==> src/rtl/cpu_pkg.sv <==
// Shared definitions for the multicycle control path: FSM state encodings,
// PC source select codes and the decoder flags held across an instruction.
package cpu_pkg;

    typedef enum logic [2:0] {
        ST_FETCH     = 3'd0,
        ST_DECODE    = 3'd1,
        ST_EXECUTE   = 3'd2,
        ST_MEMORY    = 3'd3,
        ST_WRITEBACK = 3'd4,
        ST_ERROR     = 3'd7
    } state_t;

    localparam logic [1:0] PC_SEL_INC = 2'b00;
    localparam logic [1:0] PC_SEL_BR  = 2'b01;
    localparam logic [1:0] PC_SEL_JMP = 2'b10;

    typedef struct packed {
        logic regwrite;
        logic memread;
        logic memwrite;
        logic branch;
    } flags_t;

endpackage

==> src/rtl/multicycle_sequencer_watchdog.sv <==
// Memory-wait watchdog: counts consecutive not-ready cycles in a wait state
// and flags expiry when the limit is reached without a ready.
module mem_watchdog #(
    parameter int unsigned MEM_TIMEOUT = 16
) (
    input  logic clk,
    input  logic reset,
    input  logic active,
    input  logic ready,
    output logic expire
);

    localparam int unsigned    W     = $clog2(MEM_TIMEOUT);
    localparam logic [W-1:0]   LIMIT = W'(MEM_TIMEOUT - 1);

    logic [W-1:0] wait_cnt;

    // Cleared outside wait states and on ready, so every FETCH/MEMORY entry
    // (including MEMORY straight into FETCH) starts from zero.
    always_ff @(posedge clk) begin
        if (reset || !active || ready) begin
            wait_cnt <= '0;
        end else begin
            wait_cnt <= wait_cnt + 1'b1;
        end
    end

    assign expire = active && !ready && (wait_cnt == LIMIT);

endmodule

==> src/rtl/multicycle_sequencer.sv <==
// Multicycle main control FSM: steps each decoded instruction through
// fetch/decode/execute/memory/writeback and counts retired instructions.
module multicycle_sequencer
    import cpu_pkg::*;
#(
    parameter int unsigned MEM_TIMEOUT = 16,
    parameter int unsigned CNT_W       = 32
) (
    input  logic             clk,
    input  logic             reset,
    input  logic             RegWrite,
    input  logic             MemRead,
    input  logic             MemWrite,
    input  logic             Branch,
    input  logic             Jump,
    input  logic             zero,
    input  logic             imem_ready,
    input  logic             dmem_ready,
    output logic             imem_req,
    output logic             dmem_req,
    output logic             dmem_we,
    output logic             IRWrite,
    output logic             PCWrite,
    output logic [1:0]       pc_sel,
    output logic             regWriteEn,
    output logic [2:0]       state,
    output logic             retire,
    output logic [CNT_W-1:0] instret,
    output logic             error
);

    state_t state_q, state_d;
    flags_t flags_q;
    logic   wd_active, wd_ready, wd_expire;

    assign wd_active = (state_q == ST_FETCH) || (state_q == ST_MEMORY);
    assign wd_ready  = (state_q == ST_FETCH) ? imem_ready : dmem_ready;

    mem_watchdog #(.MEM_TIMEOUT(MEM_TIMEOUT)) wd (
        .clk    (clk),
        .reset  (reset),
        .active (wd_active),
        .ready  (wd_ready),
        .expire (wd_expire)
    );

    // Jump is acted on in DECODE itself, so only the flags needed later are held.
    always_ff @(posedge clk) begin
        if (reset) begin
            state_q <= ST_FETCH;
            flags_q <= '0;
            instret <= '0;
        end else begin
            state_q <= state_d;
            if (state_q == ST_DECODE) begin
                flags_q <= {RegWrite, MemRead, MemWrite, Branch};
            end
            if (retire) begin
                instret <= instret + 1'b1;
            end
        end
    end

    always_comb begin
        state_d    = state_q;
        imem_req   = 1'b0;
        dmem_req   = 1'b0;
        dmem_we    = 1'b0;
        IRWrite    = 1'b0;
        PCWrite    = 1'b0;
        pc_sel     = PC_SEL_INC;
        regWriteEn = 1'b0;
        retire     = 1'b0;
        case (state_q)
            ST_FETCH: begin
                imem_req = 1'b1;
                if (imem_ready) begin
                    IRWrite = 1'b1;
                    PCWrite = 1'b1;
                    state_d = ST_DECODE;
                end else if (wd_expire) begin
                    state_d = ST_ERROR;
                end
            end
            ST_DECODE: begin
                if (Jump) begin
                    PCWrite = 1'b1;
                    pc_sel  = PC_SEL_JMP;
                    retire  = 1'b1;
                    state_d = ST_FETCH;
                end else begin
                    state_d = ST_EXECUTE;
                end
            end
            ST_EXECUTE: begin
                if (flags_q.branch) begin
                    PCWrite = zero;
                    pc_sel  = PC_SEL_BR;
                    retire  = 1'b1;
                    state_d = ST_FETCH;
                end else if (flags_q.memread || flags_q.memwrite) begin
                    state_d = ST_MEMORY;
                end else if (flags_q.regwrite) begin
                    state_d = ST_WRITEBACK;
                end else begin
                    retire  = 1'b1;
                    state_d = ST_FETCH;
                end
            end
            ST_MEMORY: begin
                dmem_req = 1'b1;
                dmem_we  = flags_q.memwrite && !flags_q.memread;
                if (dmem_ready) begin
                    if (flags_q.memread) begin
                        state_d = ST_WRITEBACK;
                    end else begin
                        retire  = 1'b1;
                        state_d = ST_FETCH;
                    end
                end else if (wd_expire) begin
                    state_d = ST_ERROR;
                end
            end
            ST_WRITEBACK: begin
                regWriteEn = flags_q.regwrite;
                retire     = 1'b1;
                state_d    = ST_FETCH;
            end
            ST_ERROR: begin
                state_d = ST_ERROR;
            end
            default: begin
                state_d = ST_ERROR;
            end
        endcase
        if (reset) begin
            imem_req   = 1'b0;
            dmem_req   = 1'b0;
            dmem_we    = 1'b0;
            IRWrite    = 1'b0;
            PCWrite    = 1'b0;
            regWriteEn = 1'b0;
            retire     = 1'b0;
        end
    end

    assign state = state_q;
    assign error = (state_q == ST_ERROR);

endmodule

==> config.mk <==
export PLATFORM = sky130hd
export DESIGN_NAME = multicycle_sequencer
export DESIGN_NICKNAME = d
export VERILOG_FILES = /design/src/rtl/cpu_pkg.sv /design/src/rtl/multicycle_sequencer_watchdog.sv /design/src/rtl/multicycle_sequencer.sv
export SDC_FILE = /design/constraint.sdc
export NUM_CORES = 1
export LEC_CHECK = 0
export ABC_AREA = 1
export CORE_MARGIN = 5
export CORE_UTILIZATION = 50
export CTS_CLUSTER_DIAMETER = 120
export DETAILED_ROUTE_END_ITERATION = 8
export PLACE_DENSITY = 0.88
export SYNTH_ARGS = -nofsm -noshare
export SYNTH_HDL_FRONTEND = slang
export SYNTH_HIERARCHICAL = 1
export SYNTH_SLANG_ARGS = --single-unit
==> constraint.sdc <==
create_clock -name clk -period 2.38 [get_ports clk]
set_input_delay 0.357 -clock clk [delete_from_list [all_inputs] [get_ports clk]]
set_output_delay 0.357 -clock clk [all_outputs]
set_load 0.03 [all_outputs]
After elaboration in Yosys (flattened, before gate mapping)
Index checks and enable logic that the tools add are counted.
- multiplexer cells: 35
- add/subtract/negate cells: 2
- equal/unequal tests: 6
- reductions and logical operators: 11
- operators with widths (kind ; number):
    adder 32 x 1 -> 32 bit (second input constant) ; 1
    two-way mux 1 bit ; 22
    two-way mux 3 bit ; 7
    one-hot mux 3 bit (5 select lines) ; 1
    equality test 3 x 2 -> 1 bit (second input constant) ; 2
    equality test 3 bit (second input constant) ; 2
    adder 4 x 1 -> 4 bit (second input constant) ; 1
    equality test 4 bit (second input constant) ; 1
    logical OR 1 bit ; 4
    two-way mux 2 bit ; 2
    one-hot mux 1 bit (4 select lines) ; 1
    one-hot mux 2 bit (2 select lines) ; 1
    equality test 3 x 1 -> 1 bit (second input constant) ; 1
    logical AND 1 bit ; 3
    zero test 1 bit ; 3
    zero test 3 bit ; 1
    one-hot mux 1 bit (3 select lines) ; 1
- input port bits: 10
- register bits: 43
- output and inout port bits: 45
- word-level logic and storage cells: 61

Longest topological paths before layout
Gate-level depths: netlist of run 1.
- word-level depth: 8
- depth in mapped cells: 10
- gate-level depth less buffers: 10

Cells and area by module
The synthesis of run 1 kept the hierarchy.
- modules (own cells, without submodules) (module ; instances ; seq. area each (um^2) ; area each (um^2) ; cells each):
    multicycle_sequencer ; 1 ; 780.7 ; 2245.9 ; 372
    mem_watchdog ; 1 ; 80.1 ; 177.7 ; 23

Worst setup path after synthesis of run 1
Ideal clock, no wire load.
- kind: register -> output
- start: reg state_q[1] (netlist: state[1])
- end: out PCWrite
- setup slack: 232 ps
- buffers on the path: 0
- required time: 2023 ps
- cell stages (with the launch flop): 9
- data arrival time: 1791 ps
- path through: dfxtp_1 -> inv_1 -> nor3_2 -> inv_1 -> nor2_1 -> nand2_1 -> nand3_1 -> nand2_1 -> inv_1
- cells in the longest elaborated chain, start to end: 3
- elaborated cells between the ends (all ways): 5
- those cells by class: eq/ne (2); mux (2); reduce/logical (1)
- ends and longest elaborated chain (element ; line ; RTL):
    start, declared ; multicycle_sequencer.sv:32 ; state_t state_q, state_d;
    start signal, assigned ; multicycle_sequencer.sv:54 ; state_q <= state_d;
    equality test 3 x 2 -> 1 bit (tied with other cells) ; multicycle_sequencer.sv:74 ; case (state_q)
    one-hot mux 1 bit (3 select lines) * ; multicycle_sequencer.sv:74 ;
    two-way mux 1 bit * ; multicycle_sequencer.sv:136 ; if (reset) begin
    end, declared ; multicycle_sequencer.sv:23 ; output logic PCWrite,
Mark *: on every way between the ends. The rest lies on a longest branch, timed or not.

Final worst setup path of run 1
- start: reg state_q[1] (netlist: state[1])
- end: out regWriteEn
- cells in the longest elaborated chain, start to end: 3
- ends and longest elaborated chain (element ; line ; RTL):
    equality test 3 bit ; multicycle_sequencer.sv:74 ;
    two-way mux 1 bit ; multicycle_sequencer.sv:74 ;
    two-way mux 1 bit ; multicycle_sequencer.sv:136 ;
    end, declared ; multicycle_sequencer.sv:25 ; output logic regWriteEn,
Every way passes these cells.

==> results.txt, run 1 <==
----------------------------------------------------
[Synth]
  Most numerous cell types in the synthesized netlist ... 104 x sky130_fd_sc_hd__nand2_1, 86 x sky130_fd_sc_hd__nor2_1, 43 x sky130_fd_sc_hd__dfxtp_1
  Area share of the leading cell type in the synthesized netlist ... 0.355
  Syn Std Cell Area ... ~2400 µm²
  Total of flip-flops plus latches after synthesis ... 43
  Parity-gate share of the synthesized area counting xor and xnor cells ... 0.00723
  Main combinational cell family by area after synthesis ... simple AND/OR/NAND/NOR gates
  Nets in the synthesized netlist ... around 410
  Main area contributors after synthesis ... sky130_fd_sc_hd__dfxtp_1 36%, sky130_fd_sc_hd__nand2_1 16%, sky130_fd_sc_hd__nor2_1 13%
  Mean cell area of the mapped netlist ... 6.14 µm²
  Multiplexer fraction of the synthesized cell area ... 0
  Synth Area in Compound Gates ... 0.0955
  Number of enable flip-flop cells after synthesis ... 0
  Main synth FF type ... sky130_fd_sc_hd__dfxtp_1
  YS warnings ... 6
  Cell variety after synth ... 29
  Cell count after synthesis ... 395
  Post-synthesis simple-gate area fraction ... 0.445
  Async set-reset flop share out of synthesis ... 0
  Seq/Total Area, Yosys ... 0.355
  Most common cell in the synthesized netlist ... sky130_fd_sc_hd__nand2_1
  Yosys top cell by area ... sky130_fd_sc_hd__dfxtp_1
  Arithmetic-cell share of the synthesized area counting full adders, half adders and majority gates ... 0.0103

[Timing]
  Clk_skew ... 4.80 ps
  Shortest clock period the worst path allows after layout ... 2200 ps
  Maximum achievable frequency ... about 450 MHz
  Max-Slew Margin vs Limit ... 0.692
  Total setup violations reported at the end of the flow ... 0
  Tightest Pin Transition ... 460 ps
  Setup repair after global routing missed its margin ... no
  Final Hold Vio Count ... 0
  Setup tns final ... 0 ps
  Worst hold-check slack ... between 400 and 500 ps
  Final Slew Violations ... 0
  Period Utilization, post-route ... 0.924

[Global route]
  Global Route Usage Sum ... 0.218
  Wire length of the first global-routing pass ... roughly 11 mm
  Vias in the first global route ... 2501
  Pin count of the biggest net entering global routing ... 43
  Antenna violations before repair ... 0
  Total global routing overflow ... 0

[Detailed routing]
  Overall via count from detail_route ... about 2700
  Final antenna-violating net count ... 0
  Routed wire length ... between 6 and 7 mm
  DRC Markers ... 0
  Wire per inst ... around 13 µm
  Via density ... 5.27
  TritonRoute pass-1 iters ... 4
  Number of DRC markers after the initial detailed-route iteration ... 245

[Critical path]
  Slack of the worst reg-to-reg path ... between 400 and 500 ps
  Category of the worst setup path launch point ... flip-flop
  Maximum fanout encountered on the critical timing path ... 6
  Required time of the critical path ... 2020 ps
  Critical Path End Type ... output port
  Kind of critical path ... reg -> out
  Data arrival at the endpoint of the critical path ... 1840 ps

[Cells and area]
  Total number of nets in the final design ... around 460
  Layout overhead on the synthesized area ... 30.5%
  Fraction of layout instances using a drive strength above 1 ... 0.0619
  Number of inserted filler cells in the final layout ... 415
  Final antenna diode count ... 0

[CTS]
  Max clock buf depth ... 2
  TritonCTS clock tree ... built
  Hold-fix buffer count after cts ... 0
  Number of H-tree levels ... 2
  Count of cells resized by post-cts repair ... 0
  Buffer count from post-CTS setup fixing ... 0
  Root cell of the clock tree ... sky130_fd_sc_hd__clkbuf_8
  Clock transition at path regs ... around 80 ps
  Clock latency on the worst-skew pair ... roughly 290 ps
  Clock sink count ... 43
  CTS buffer count ... 5

[Floorplanning]
  Number of top-level pins ... 55
  Horizontal extent of the die ... 79.6 µm
  Vertical extent of the die ... between 70 and 80 µm
  Row count ... 25
  Core Region ... about 4700 µm²
  Initial cell density of the core ... 0.513
  Die Outline Area ... around 6300 µm²

[Power and ir drop]
  Power per standard cell area ... between 500 and 600 nW/µm²
  Largest voltage drop on the vdd net ... 380 µV
  Leakage component of the power ... around 1.3 nW

[Min path]
  Type of the tightest min-delay check ... reg -> reg

[Run status]
  Outcome ... finished, final reports clean

[Run]
  Number of maximum-capacitance constraint violations ... 0

[Placement]
  Last weighted congestion value of the routability-driven placer ... roughly 0.97
  Port Buf Inserts ... 54
  Detailed Place HPWL ... 4.91 mm

----------------------------------------------------
-- sequential cells by signal (all words and copies together), names as in the netlist --
register	cells
wd/wait_cnt	4
instret	32
state	3
flags_q	4
-- cell usage in the layout (no fill, tap or decap), types with 2 or more instances in the layout --
cell                              Yosys  layout
sky130_fd_sc_hd__clkbuf_8             0       6
sky130_fd_sc_hd__nor2_1              86      86
sky130_fd_sc_hd__dfxtp_1             43      43
sky130_fd_sc_hd__nor3_1               4       4
sky130_fd_sc_hd__nor3_2               3       3
sky130_fd_sc_hd__xor2_1               2       2
sky130_fd_sc_hd__o21ai_1              2       2
sky130_fd_sc_hd__nand3b_1             2       2
sky130_fd_sc_hd__clkdlybuf4s50_1      0      48
sky130_fd_sc_hd__nand3_1             30      30
sky130_fd_sc_hd__nand3_2              2       2
sky130_fd_sc_hd__a31oi_1              3       3
sky130_fd_sc_hd__a41oi_1              2       2
sky130_fd_sc_hd__a21oi_1             26      26
sky130_fd_sc_hd__nor2_2               2       2
sky130_fd_sc_hd__dlymetal6s2s_1       0       3
sky130_fd_sc_hd__nand2_1            104     104
sky130_fd_sc_hd__inv_1               41      41
sky130_fd_sc_hd__inv_2                5       5
sky130_fd_sc_hd__nand4_1             14      14
sky130_fd_sc_hd__o21ai_0              8       8
sky130_fd_sc_hd__ha_1                 2       2
sky130_fd_sc_hd__buf_4                1       5
-- layout make-up --
cell class              instances  area, µm²  share of cell area
clock inverters                 2       35.0              0.0111
flip-flops and latches         43        861               0.272
well taps                      67       83.8              0.0265
repair buffers                 57        576               0.182
multi-input cells             298       1350               0.428
clock buffers                   6       82.6              0.0261
inverters                      46        173              0.0546
-- power by group --
part | switching [mW] | total, mW | internal (mW)
Clock | 0.252 | 0.592 | 0.340
Combinational | 0.154 | 0.237 | 0.0827
Sequential | 0.0165 | 0.754 | 0.737
-- routing by layer --
layer	share of wire	GRT usage	vias to the layer above
met5	0	0	-
met4	0.012	0.0756	0
met3	0.057	0.0497	6
met2	0.52	0.402	95
met1	0.41	0.243	1255
li1	-	-	1380
-- final timing paths --
check,start,end,cells after the start
setup / recovery,state[1],regWriteEn,4
hold / removal,wd/wait_cnt[0],wd/wait_cnt[0],1
setup reg to reg,instret[1],instret[26],8
hold reg to reg,wd/wait_cnt[0],wd/wait_cnt[0],1
-- worst max-delay path, cell delays in order, from the launching register on --
cell	delay, ps
sky130_fd_sc_hd__dfxtp_1	340
sky130_fd_sc_hd__inv_1	160
sky130_fd_sc_hd__nand3_1	170
sky130_fd_sc_hd__nor3_1	180
sky130_fd_sc_hd__clkdlybuf4s50_1	700
-- per-stage QoR --
stage          power, mW  setup WS (ps)  instance area, µm²  std cells   util
2_1_floorplan      0.923            232                2420        395      -
3_3_place_gp       0.997            213                3040        511  0.643
3_5_place_dp        1.00            238                3040        511  0.643
4_1_cts             1.59           3.81                3160        519  0.668
5_1_grt             1.65           55.1                3160        519  0.670
6_report            1.58            181                3160        519  0.670
-- cell families (layout without fill, tap and decap cells) --
family          count (synthesis)  count (layout)
simple gates                  251             251
buf+inv                        54             111
compound gates                 43              43
flops                          43              43
xor+xnor                        2               2
fa+ha+maj                       2               2
No activity file was read; power rests on OpenSTA's default activity.
==> run 2: changes to the inputs <==
Settings changed: CORE_UTILIZATION 50 to 45, PLACE_DENSITY 0.88 to 0.84.
Clock period 2.38 ns to 1.8 ns, I/O delays scaled along.
==> run 2 against run 1 <==
  * The run now ends with setup timing left
  * Count of clock-buffer cells in the layout did not move
  * Setup slack got worse by 200 ps
  * Die area rose by 9.7%
  * Highest routed layer unchanged
  * Clock skew rose by 8.7 ps
  * Sequential power rose by 33%
  * Total power rose by 38%
  * Via count rose by 7.1%
  * Cell area rose by 8.2%
  * Non-clock buffer count rose by 21
  * Register-to-register slack got worse by 350 ps
  * Hold slack improved by 8.7 ps
==> results.txt, run 2 (same netlist as run 1, synthesis figures left out) <==
----------------------------------------------------
[Detailed routing]
  Via density ... 5.40 (was 5.27)
  Overall via count from detail_route ... 2931 (was 2736)
  Final antenna-violating net count ... 0 (unchanged)
  TritonRoute pass-1 iters ... 5 (was 4)
  Wire per inst ... 14.2 µm (was 12.7 µm)
  Number of DRC markers after the initial detailed-route iteration ... 292 (was 245)
  DRC Markers ... 0 (unchanged)
  Routed wire length ... 7.70 mm (was 6.57 mm)

[Timing]
  Maximum achievable frequency ... about 550 MHz
  Worst hold-check slack ... 465 ps (was 457 ps)
  Shortest clock period the worst path allows after layout ... approximately 1800 ps
  Setup repair after global routing missed its margin ... yes (was no)
  Final Slew Violations ... 0 (unchanged)
  Tightest Pin Transition ... 342 ps (was 460 ps)
  Final Hold Vio Count ... 0 (unchanged)
  Total setup violations reported at the end of the flow ... 1 (was 0)
  Final WS setup ... -22.8 ps (was 181 ps)
  Max-Slew Margin vs Limit ... 0.769 (was 0.692)
  Period Utilization, post-route ... 1.01
  Clk_skew ... 13.5 ps (was 4.80 ps)
  Setup tns final ... -22.8 ps (was 0 ps)

[Run]
  Number of maximum-capacitance constraint violations ... 0 (unchanged)

[Critical path]
  Cell family with most CP delay ... simple AND/OR/NAND/NOR gates (was buffers and inverters)
  Required time of the critical path ... 1530 ps (was 2020 ps)
  Critical path buffer and inverter count ... 3 (was 2)
  Series of cell instances along the critical path ... clkinvlp_4 -> nand3_4 -> nand2_1 -> nand2_2 -> nand3_4 -> nand2_4 -> inv_2 -> buf_6 (was inv_1 -> nand3_1 -> nor3_1 -> clkdlybuf4s50_1)
  Cell repeated most along the worst path ... sky130_fd_sc_hd__nand3_4
  Data arrival at the endpoint of the critical path ... 1550 ps (was 1840 ps)
  Category of the worst setup path launch point ... flip-flop (unchanged)
  Critical Path End Type ... output port (unchanged)
  Slowest cell on the critical path ... sky130_fd_sc_hd__dfxtp_4 (was sky130_fd_sc_hd__clkdlybuf4s50_1)
  Kind of critical path ... reg -> out (unchanged)
  Delay of the slowest cell on the worst path ... 430 ps (was 700 ps)
  Maximum fanout encountered on the critical timing path ... 6 (unchanged)

[CTS]
  TritonCTS clock tree ... built (unchanged)
  Max clock buf depth ... 2 (unchanged)
  Hold-fix buffer count after cts ... 0 (unchanged)
  Clock transition at path regs ... 80 ps (about the same)
  Number of H-tree levels ... 2 (unchanged)
  Clock sink count ... 43 (unchanged)
  Root cell of the clock tree ... sky130_fd_sc_hd__clkbuf_8 (unchanged)
  CTS buffer count ... 5 (unchanged)
  Clock latency on the worst-skew pair ... 300 ps (was 290 ps)

[Cells and area]
  Number of flip-flops under the largest register name ... 32 (unchanged)
  Commonest cells after routing, fill and taps aside ... 102 x sky130_fd_sc_hd__nand2_1, 82 x sky130_fd_sc_hd__nor2_1, 42 x sky130_fd_sc_hd__clkdlybuf4s50_1 (was 104 x sky130_fd_sc_hd__nand2_1, 86 x sky130_fd_sc_hd__nor2_1, 48 x sky130_fd_sc_hd__clkdlybuf4s50_1)
  Fraction of layout instances using a drive strength above 1 ... 0.152 (was 0.0619)
  Sequential cell area ... 873 µm² (was 861 µm²)
  Largest register by flop count ... instret (unchanged)
  Most common cell after layout, fill and taps aside ... sky130_fd_sc_hd__nand2_1 (unchanged)
  Layout overhead on the synthesized area ... 41.2% (was 30.5%)
  Area of the multi-input gates ... 1440 µm² (was 1350 µm²)
  Number of inserted filler cells in the final layout ... 407 (was 415)
  Final antenna diode count ... 0 (unchanged)
  Total number of nets in the final design ... 484 (was 463)
  Top Registers ... instret (32), flags_q (4), wd/wait_cnt (4) (unchanged)

[Power and ir drop]
  Largest voltage drop on the vdd net ... 424 µV (was 380 µV)
  Sw Share ... 0.283 (was 0.267)
  Power per standard cell area ... 637 nW/µm² (was 500 nW/µm²)
  Leakage component of the power ... 1.43 nW (was 1.30 nW)
  Tot Pwr ... 2.18 mW (was 1.58 mW)
  Proportion of power drawn by the clock network ... 0.366 (was 0.374)
  Power dissipated by switching net loads ... 617 µW (was 423 µW)
  Flop pwr share ... 0.459 (was 0.476)
  Power share of the combinational group ... 0.175 (was 0.150)
  Internal power summed over all cells ... 1.56 mW (was 1.16 mW)

[Floorplanning]
  Horizontal extent of the die ... 83.4 µm (was 79.6 µm)
  Row count ... 26 (was 25)
  Vertical extent of the die ... 83.4 µm (was 79.6 µm)
  Die Outline Area ... 6950 µm² (was 6340 µm²)
  Initial cell density of the core ... 0.469 (was 0.513)
  Core Region ... 5170 µm² (was 4720 µm²)
  Number of top-level pins ... 55 (unchanged)

[Global route]
  Wire length of the first global-routing pass ... 11.9 mm (was 11.0 mm)
  Pin count of the biggest net entering global routing ... 29 (was 43)
  Antenna violations before repair ... 0 (unchanged)
  Total global routing overflow ... 0 (unchanged)
  Vias in the first global route ... 2617 (was 2501)
  Global Route Usage Sum ... 0.205 (was 0.218)

[Placement]
  Detailed Place HPWL ... 5.13 mm (was 4.91 mm)
  Last weighted congestion value of the routability-driven placer ... 0.915 (was 0.970)
  Post-Place Worst Slack ... 46.5 ps (was 238 ps)
  Port Buf Inserts ... 54 (unchanged)

[Min path]
  Type of the tightest min-delay check ... reg -> reg (unchanged)

[Run status]
  Outcome ... finished with violations (was finished, final reports clean)
  Failing checks ... setup timing

----------------------------------------------------
run 2: changes by cell type in the layout (fill, tap and decap cells not counted), moves of 3 or more:
| cell | change |
|---|---|
| sky130_fd_sc_hd__buf_4 | +25 |
| sky130_fd_sc_hd__clkdlybuf4s50_1 | -6 |
| sky130_fd_sc_hd__dfxtp_1 | -4 |
| sky130_fd_sc_hd__dfxtp_4 | +3 |
| sky130_fd_sc_hd__inv_1 | -4 |
| sky130_fd_sc_hd__nor2_1 | -4 |
| sky130_fd_sc_hd__nor2_4 | +3 |
run 2: power by group through the flow:
stage / combinational (mW) / clock (mW) / sequential (mW)
finish: 0.381 / 0.798 / 1.00
global placement: 0.312 / 0 / 1.02
CTS: 0.339 / 0.806 / 0.998
floorplan: 0.189 / 0 / 1.03
global route: 0.411 / 0.842 / 1.00
detailed placement: 0.319 / 0 / 1.02
run 2: final timing paths:
kind                                      from             end  slack [ps]  cells after the start
worst min register to register  wd/wait_cnt[0]  wd/wait_cnt[0]         470                      1
worst max-delay path                  state[2]          retire         -20                      8
worst min-delay path            wd/wait_cnt[0]  wd/wait_cnt[0]         470                      1
worst max register to register      instret[1]     instret[16]         100                     11
run 2: metal layers:
layer	part of all wire	up-vias	wire, µm	GRT usage
li1	-	1428	-	-
met1	0.41	1336	3180	0.245
met2	0.48	146	3720	0.345
met3	0.073	21	565	0.0455
met4	0.030	0	229	0.101
met5	0	-	0	0
run 2: worst register-to-register path: cells and delay by family (launching register included):
family                   cells  cell delay [ps]
buffers and inverters        2              230
adder cells (fa/ha/maj)      1              210
flip-flops                   1              390
AND/OR/NAND/NOR              8              740
run 2: cell type report:
cell class,instances,area share
timing repair buffer,78,0.211
multi-input combinational,298,0.421
tap,70,0.0256
clock buffer,6,0.0241
sequential,43,0.255
inverter,46,0.0530
clock inverter,2,0.0102
run 2: per-stage QoR:
stage | cell area, µm² | util | instances
after detailed placement | 3100 | 0.598 | 522
after CTS | 3300 | 0.638 | 538
final | 3420 | 0.662 | 543
after global routing | 3420 | 0.662 | 543
after floorplan | 2430 | - | 395
after global placement | 3100 | 0.598 | 522
run 2: what timing repair did:
item	4_1_cts	5_1_grt
pin swaps	1	5
gates cloned	0	0
setup endpoints to repair	4	16
resized for setup	10	24
setup buffers	8	6
==> run 3: changes to the inputs <==
Settings changed: CORE_UTILIZATION 45 to 50, PLACE_DENSITY 0.84 to 0.88.
Clock period 1.8 ns to 1.9 ns, I/O delays scaled along.
==> run 3 against run 2 <==
  * The flow now finishes without violations
  * Flip-flop and latch count is the same
  * Via count shrank 6.9%
  * Sequential power shrank 5%
  * Non-clock buffer count shrank 15
  * Routed wire length shrank 18%
  * Clock power shrank 5.5%
  * Sequential share of layout area grew 1.4 points
  * Register-to-register slack gained 50 ps
  * Hold slack lost 4.7 ps
  * Clock skew shrank 5.0 ps
  * Critical endpoint is now pc_sel[0]
  * Largest power group unchanged
  * Highest routed layer unchanged
==> results.txt, run 3 (same netlist as run 1, synthesis figures left out) <==
----------------------------------------------------
[Run status]
  Outcome ... finished, final reports clean (was finished with violations)

[Detailed routing]
  Via density ... 5.20 (was 5.40)
  Wire per inst ... 12.1 µm (was 14.2 µm)
  Overall via count from detail_route ... 2729 (was 2931)
  Max Used Layer ... met4 (unchanged)
  TritonRoute pass-1 iters ... 5 (unchanged)
  Detailed-route wire length on metal 1 ... 2.69 mm (was 3.18 mm)
  Met2 wire length ... 3.04 mm (was 3.72 mm)
  Routed wire length ... 6.35 mm (was 7.70 mm)
  Routed length on met3 ... 466 µm (was 565 µm)
  DRC Markers ... 0 (unchanged)
  Final antenna-violating net count ... 0 (unchanged)
  Number of DRC markers after the initial detailed-route iteration ... 223 (was 292)

[Floorplanning]
  Initial cell density of the core ... 0.513 (was 0.469)
  Horizontal extent of the die ... 79.6 µm (was 83.4 µm)
  Vertical extent of the die ... 79.6 µm (was 83.4 µm)
  Core Region ... 4720 µm² (was 5170 µm²)
  Number of top-level pins ... 55 (unchanged)
  Die Outline Area ... 6340 µm² (was 6950 µm²)
  Row count ... 25 (was 26)

[Global route]
  Pin count of the biggest net entering global routing ... 24 (was 29)
  Wire length of the first global-routing pass ... 10.6 mm (was 11.9 mm)
  Total global routing overflow ... 0 (unchanged)
  Vias in the first global route ... 2456 (was 2617)
  Antenna violations before repair ... 0 (unchanged)
  Global Route Usage Sum ... 0.208 (was 0.205)

[Cells and area]
  Commonest cells after routing, fill and taps aside ... 104 x sky130_fd_sc_hd__nand2_1, 84 x sky130_fd_sc_hd__nor2_1, 44 x sky130_fd_sc_hd__clkdlybuf4s50_1 (was 102 x sky130_fd_sc_hd__nand2_1, 82 x sky130_fd_sc_hd__nor2_1, 42 x sky130_fd_sc_hd__clkdlybuf4s50_1)
  Number of inserted filler cells in the final layout ... 426 (was 407)
  Fraction of layout instances using a drive strength above 1 ... 0.105 (was 0.152)
  Final core utilization ... 0.683 (was 0.662)
  Area of the multi-input gates ... 1380 µm² (was 1440 µm²)
  Total number of nets in the final design ... 469 (was 484)
  Most common cell after layout, fill and taps aside ... sky130_fd_sc_hd__nand2_1 (unchanged)
  Final antenna diode count ... 0 (unchanged)
  Number of flip-flops under the largest register name ... 32 (unchanged)
  Sequential cell area ... 867 µm² (was 873 µm²)
  Largest register by flop count ... instret (unchanged)
  Final instance count without filler cells ... 525 (was 543)
  Top Registers ... instret (32), flags_q (4), wd/wait_cnt (4) (unchanged)
  Layout overhead on the synthesized area ... 33.1% (was 41.2%)

[Min path]
  Type of the tightest min-delay check ... reg -> reg (unchanged)

[CTS]
  Clock latency on the worst-skew pair ... 310 ps (was 300 ps)
  TritonCTS clock tree ... built (unchanged)
  Clock transition at path regs ... 80 ps (about the same)
  Root cell of the clock tree ... sky130_fd_sc_hd__clkbuf_8 (unchanged)
  Clock sink count ... 43 (unchanged)
  Hold-fix buffer count after cts ... 0 (unchanged)
  Number of H-tree levels ... 2 (unchanged)
  Buffer count from post-CTS setup fixing ... 0 (was 8)
  CTS buffer count ... 5 (unchanged)
  Max clock buf depth ... 2 (unchanged)

[Critical path]
  Data arrival at the endpoint of the critical path ... 1490 ps (was 1550 ps)
  Cell family with most CP delay ... buffers and inverters (was simple AND/OR/NAND/NOR gates)
  Required time of the critical path ... 1620 ps (was 1530 ps)
  Critical Path End Type ... output port (unchanged)
  Delay of the slowest cell on the worst path ... 400 ps (was 430 ps)
  Maximum fanout encountered on the critical timing path ... 7 (was 6)
  Slowest cell on the critical path ... sky130_fd_sc_hd__dlygate4sd2_1 (was sky130_fd_sc_hd__dfxtp_4)
  Series of cell instances along the critical path ... nor3_4 -> inv_1 -> nor2_2 -> dlygate4sd2_1 (was clkinvlp_4 -> nand3_4 -> nand2_1 -> nand2_2 -> nand3_4 -> nand2_4 -> inv_2 -> buf_6)
  Critical path buffer and inverter count ... 2 (was 3)
  Kind of critical path ... reg -> out (unchanged)
  Category of the worst setup path launch point ... flip-flop (unchanged)

[Timing]
  Worst hold-check slack ... 460 ps (was 465 ps)
  Setup repair after global routing missed its margin ... yes (unchanged)
  Shortest clock period the worst path allows after layout ... approximately 1800 ps
  Setup tns final ... 0 ps (was -22.8 ps)
  Total setup violations reported at the end of the flow ... 0 (was 1)
  Final Slew Violations ... 0 (unchanged)
  Clk_skew ... 8.55 ps (was 13.5 ps)
  Maximum achievable frequency ... 562 MHz
  Final Hold Vio Count ... 0 (unchanged)
  Max-Slew Margin vs Limit ... 0.782 (was 0.769)
  Period Utilization, post-route ... 0.937
  Tightest Pin Transition ... 325 ps (was 342 ps)

[Placement]
  Detailed Place HPWL ... 4.77 mm (was 5.13 mm)
  Placed cell count ... 517 (was 522)
  Port Buf Inserts ... 54 (unchanged)
  Last weighted congestion value of the routability-driven placer ... 0.914 (was 0.915)

[Power and ir drop]
  Internal power summed over all cells ... 1.46 mW (was 1.56 mW)
  Tot Pwr ... 2.01 mW (was 2.18 mW)
  Power per standard cell area ... 623 nW/µm² (was 637 nW/µm²)
  Power share of the combinational group ... 0.153 (was 0.175)
  Sw Share ... 0.273 (was 0.283)
  Proportion of power drawn by the clock network ... 0.375 (was 0.366)
  Power dissipated by switching net loads ... 548 µW (was 617 µW)
  Leakage component of the power ... 1.30 nW (was 1.43 nW)
  Flop pwr share ... 0.472 (was 0.459)
  Largest voltage drop on the vdd net ... 399 µV (was 424 µV)

[Run]
  Number of maximum-capacitance constraint violations ... 0 (unchanged)

----------------------------------------------------
## run 3: timing repair
item | 4_1_cts | 5_1_grt
gates resized for setup | 4 | 10
pin swaps | 0 | 1
endpoints found under the setup margin | 3 | 7
endpoints found under the hold margin | 0 | 0
## run 3: final timing paths
check                   end  slack [ps]      startpoint  depth (start not counted)
max               pc_sel[0]         120        state[0]                          4
min          wd/wait_cnt[0]         460  wd/wait_cnt[0]                          1
max reg2reg     instret[24]         150      instret[1]                          9
min reg2reg  wd/wait_cnt[0]         460  wd/wait_cnt[0]                          1
## run 3: power groups by stage
stage | clock network [mW] | logic, mW | registers, mW
detailed placement | 0 | 0.300 | 0.967
CTS | 0.764 | 0.301 | 0.946
finish | 0.754 | 0.307 | 0.950
global placement | 0 | 0.296 | 0.965
floorplan | 0 | 0.179 | 0.978
global route | 0.808 | 0.339 | 0.954
## run 3: layout make-up
type | instances | area share
flip-flops and latches | 43 | 0.269
clock buffers | 6 | 0.0256
repair buffers | 63 | 0.187
multi-input cells | 298 | 0.428
clock inverters | 2 | 0.0109
inverters | 46 | 0.0543
well taps | 67 | 0.0260
## run 3: worst reg2reg max path, stage by stage (launching register included)
cell,delay (ps)
sky130_fd_sc_hd__dfxtp_1,400
sky130_fd_sc_hd__ha_2,230
sky130_fd_sc_hd__nand2_1,80
sky130_fd_sc_hd__nor2_1,110
sky130_fd_sc_hd__buf_4,150
sky130_fd_sc_hd__nand4_1,260
sky130_fd_sc_hd__nor2_1,230
sky130_fd_sc_hd__nand3_1,80
sky130_fd_sc_hd__nand2_1,60
sky130_fd_sc_hd__nor2_1,40
## run 3: stage by stage
| stage | area [µm²] | setup slack (ps) |
|---|---|---|
| global placement | 3080 | 119 |
| global route | 3230 | -21.3 |
| CTS | 3200 | 12.7 |
| floorplan | 2430 | -18.6 |
| detailed placement | 3080 | 83.3 |
| finish | 3230 | 121 |
## run 3: metal layers
layer | track usage | vias up
li1 | - | 1393
met1 | 0.253 | 1221
met2 | 0.348 | 98
met3 | 0.0451 | 17
met4 | 0.0945 | 0
met5 | 0 | -
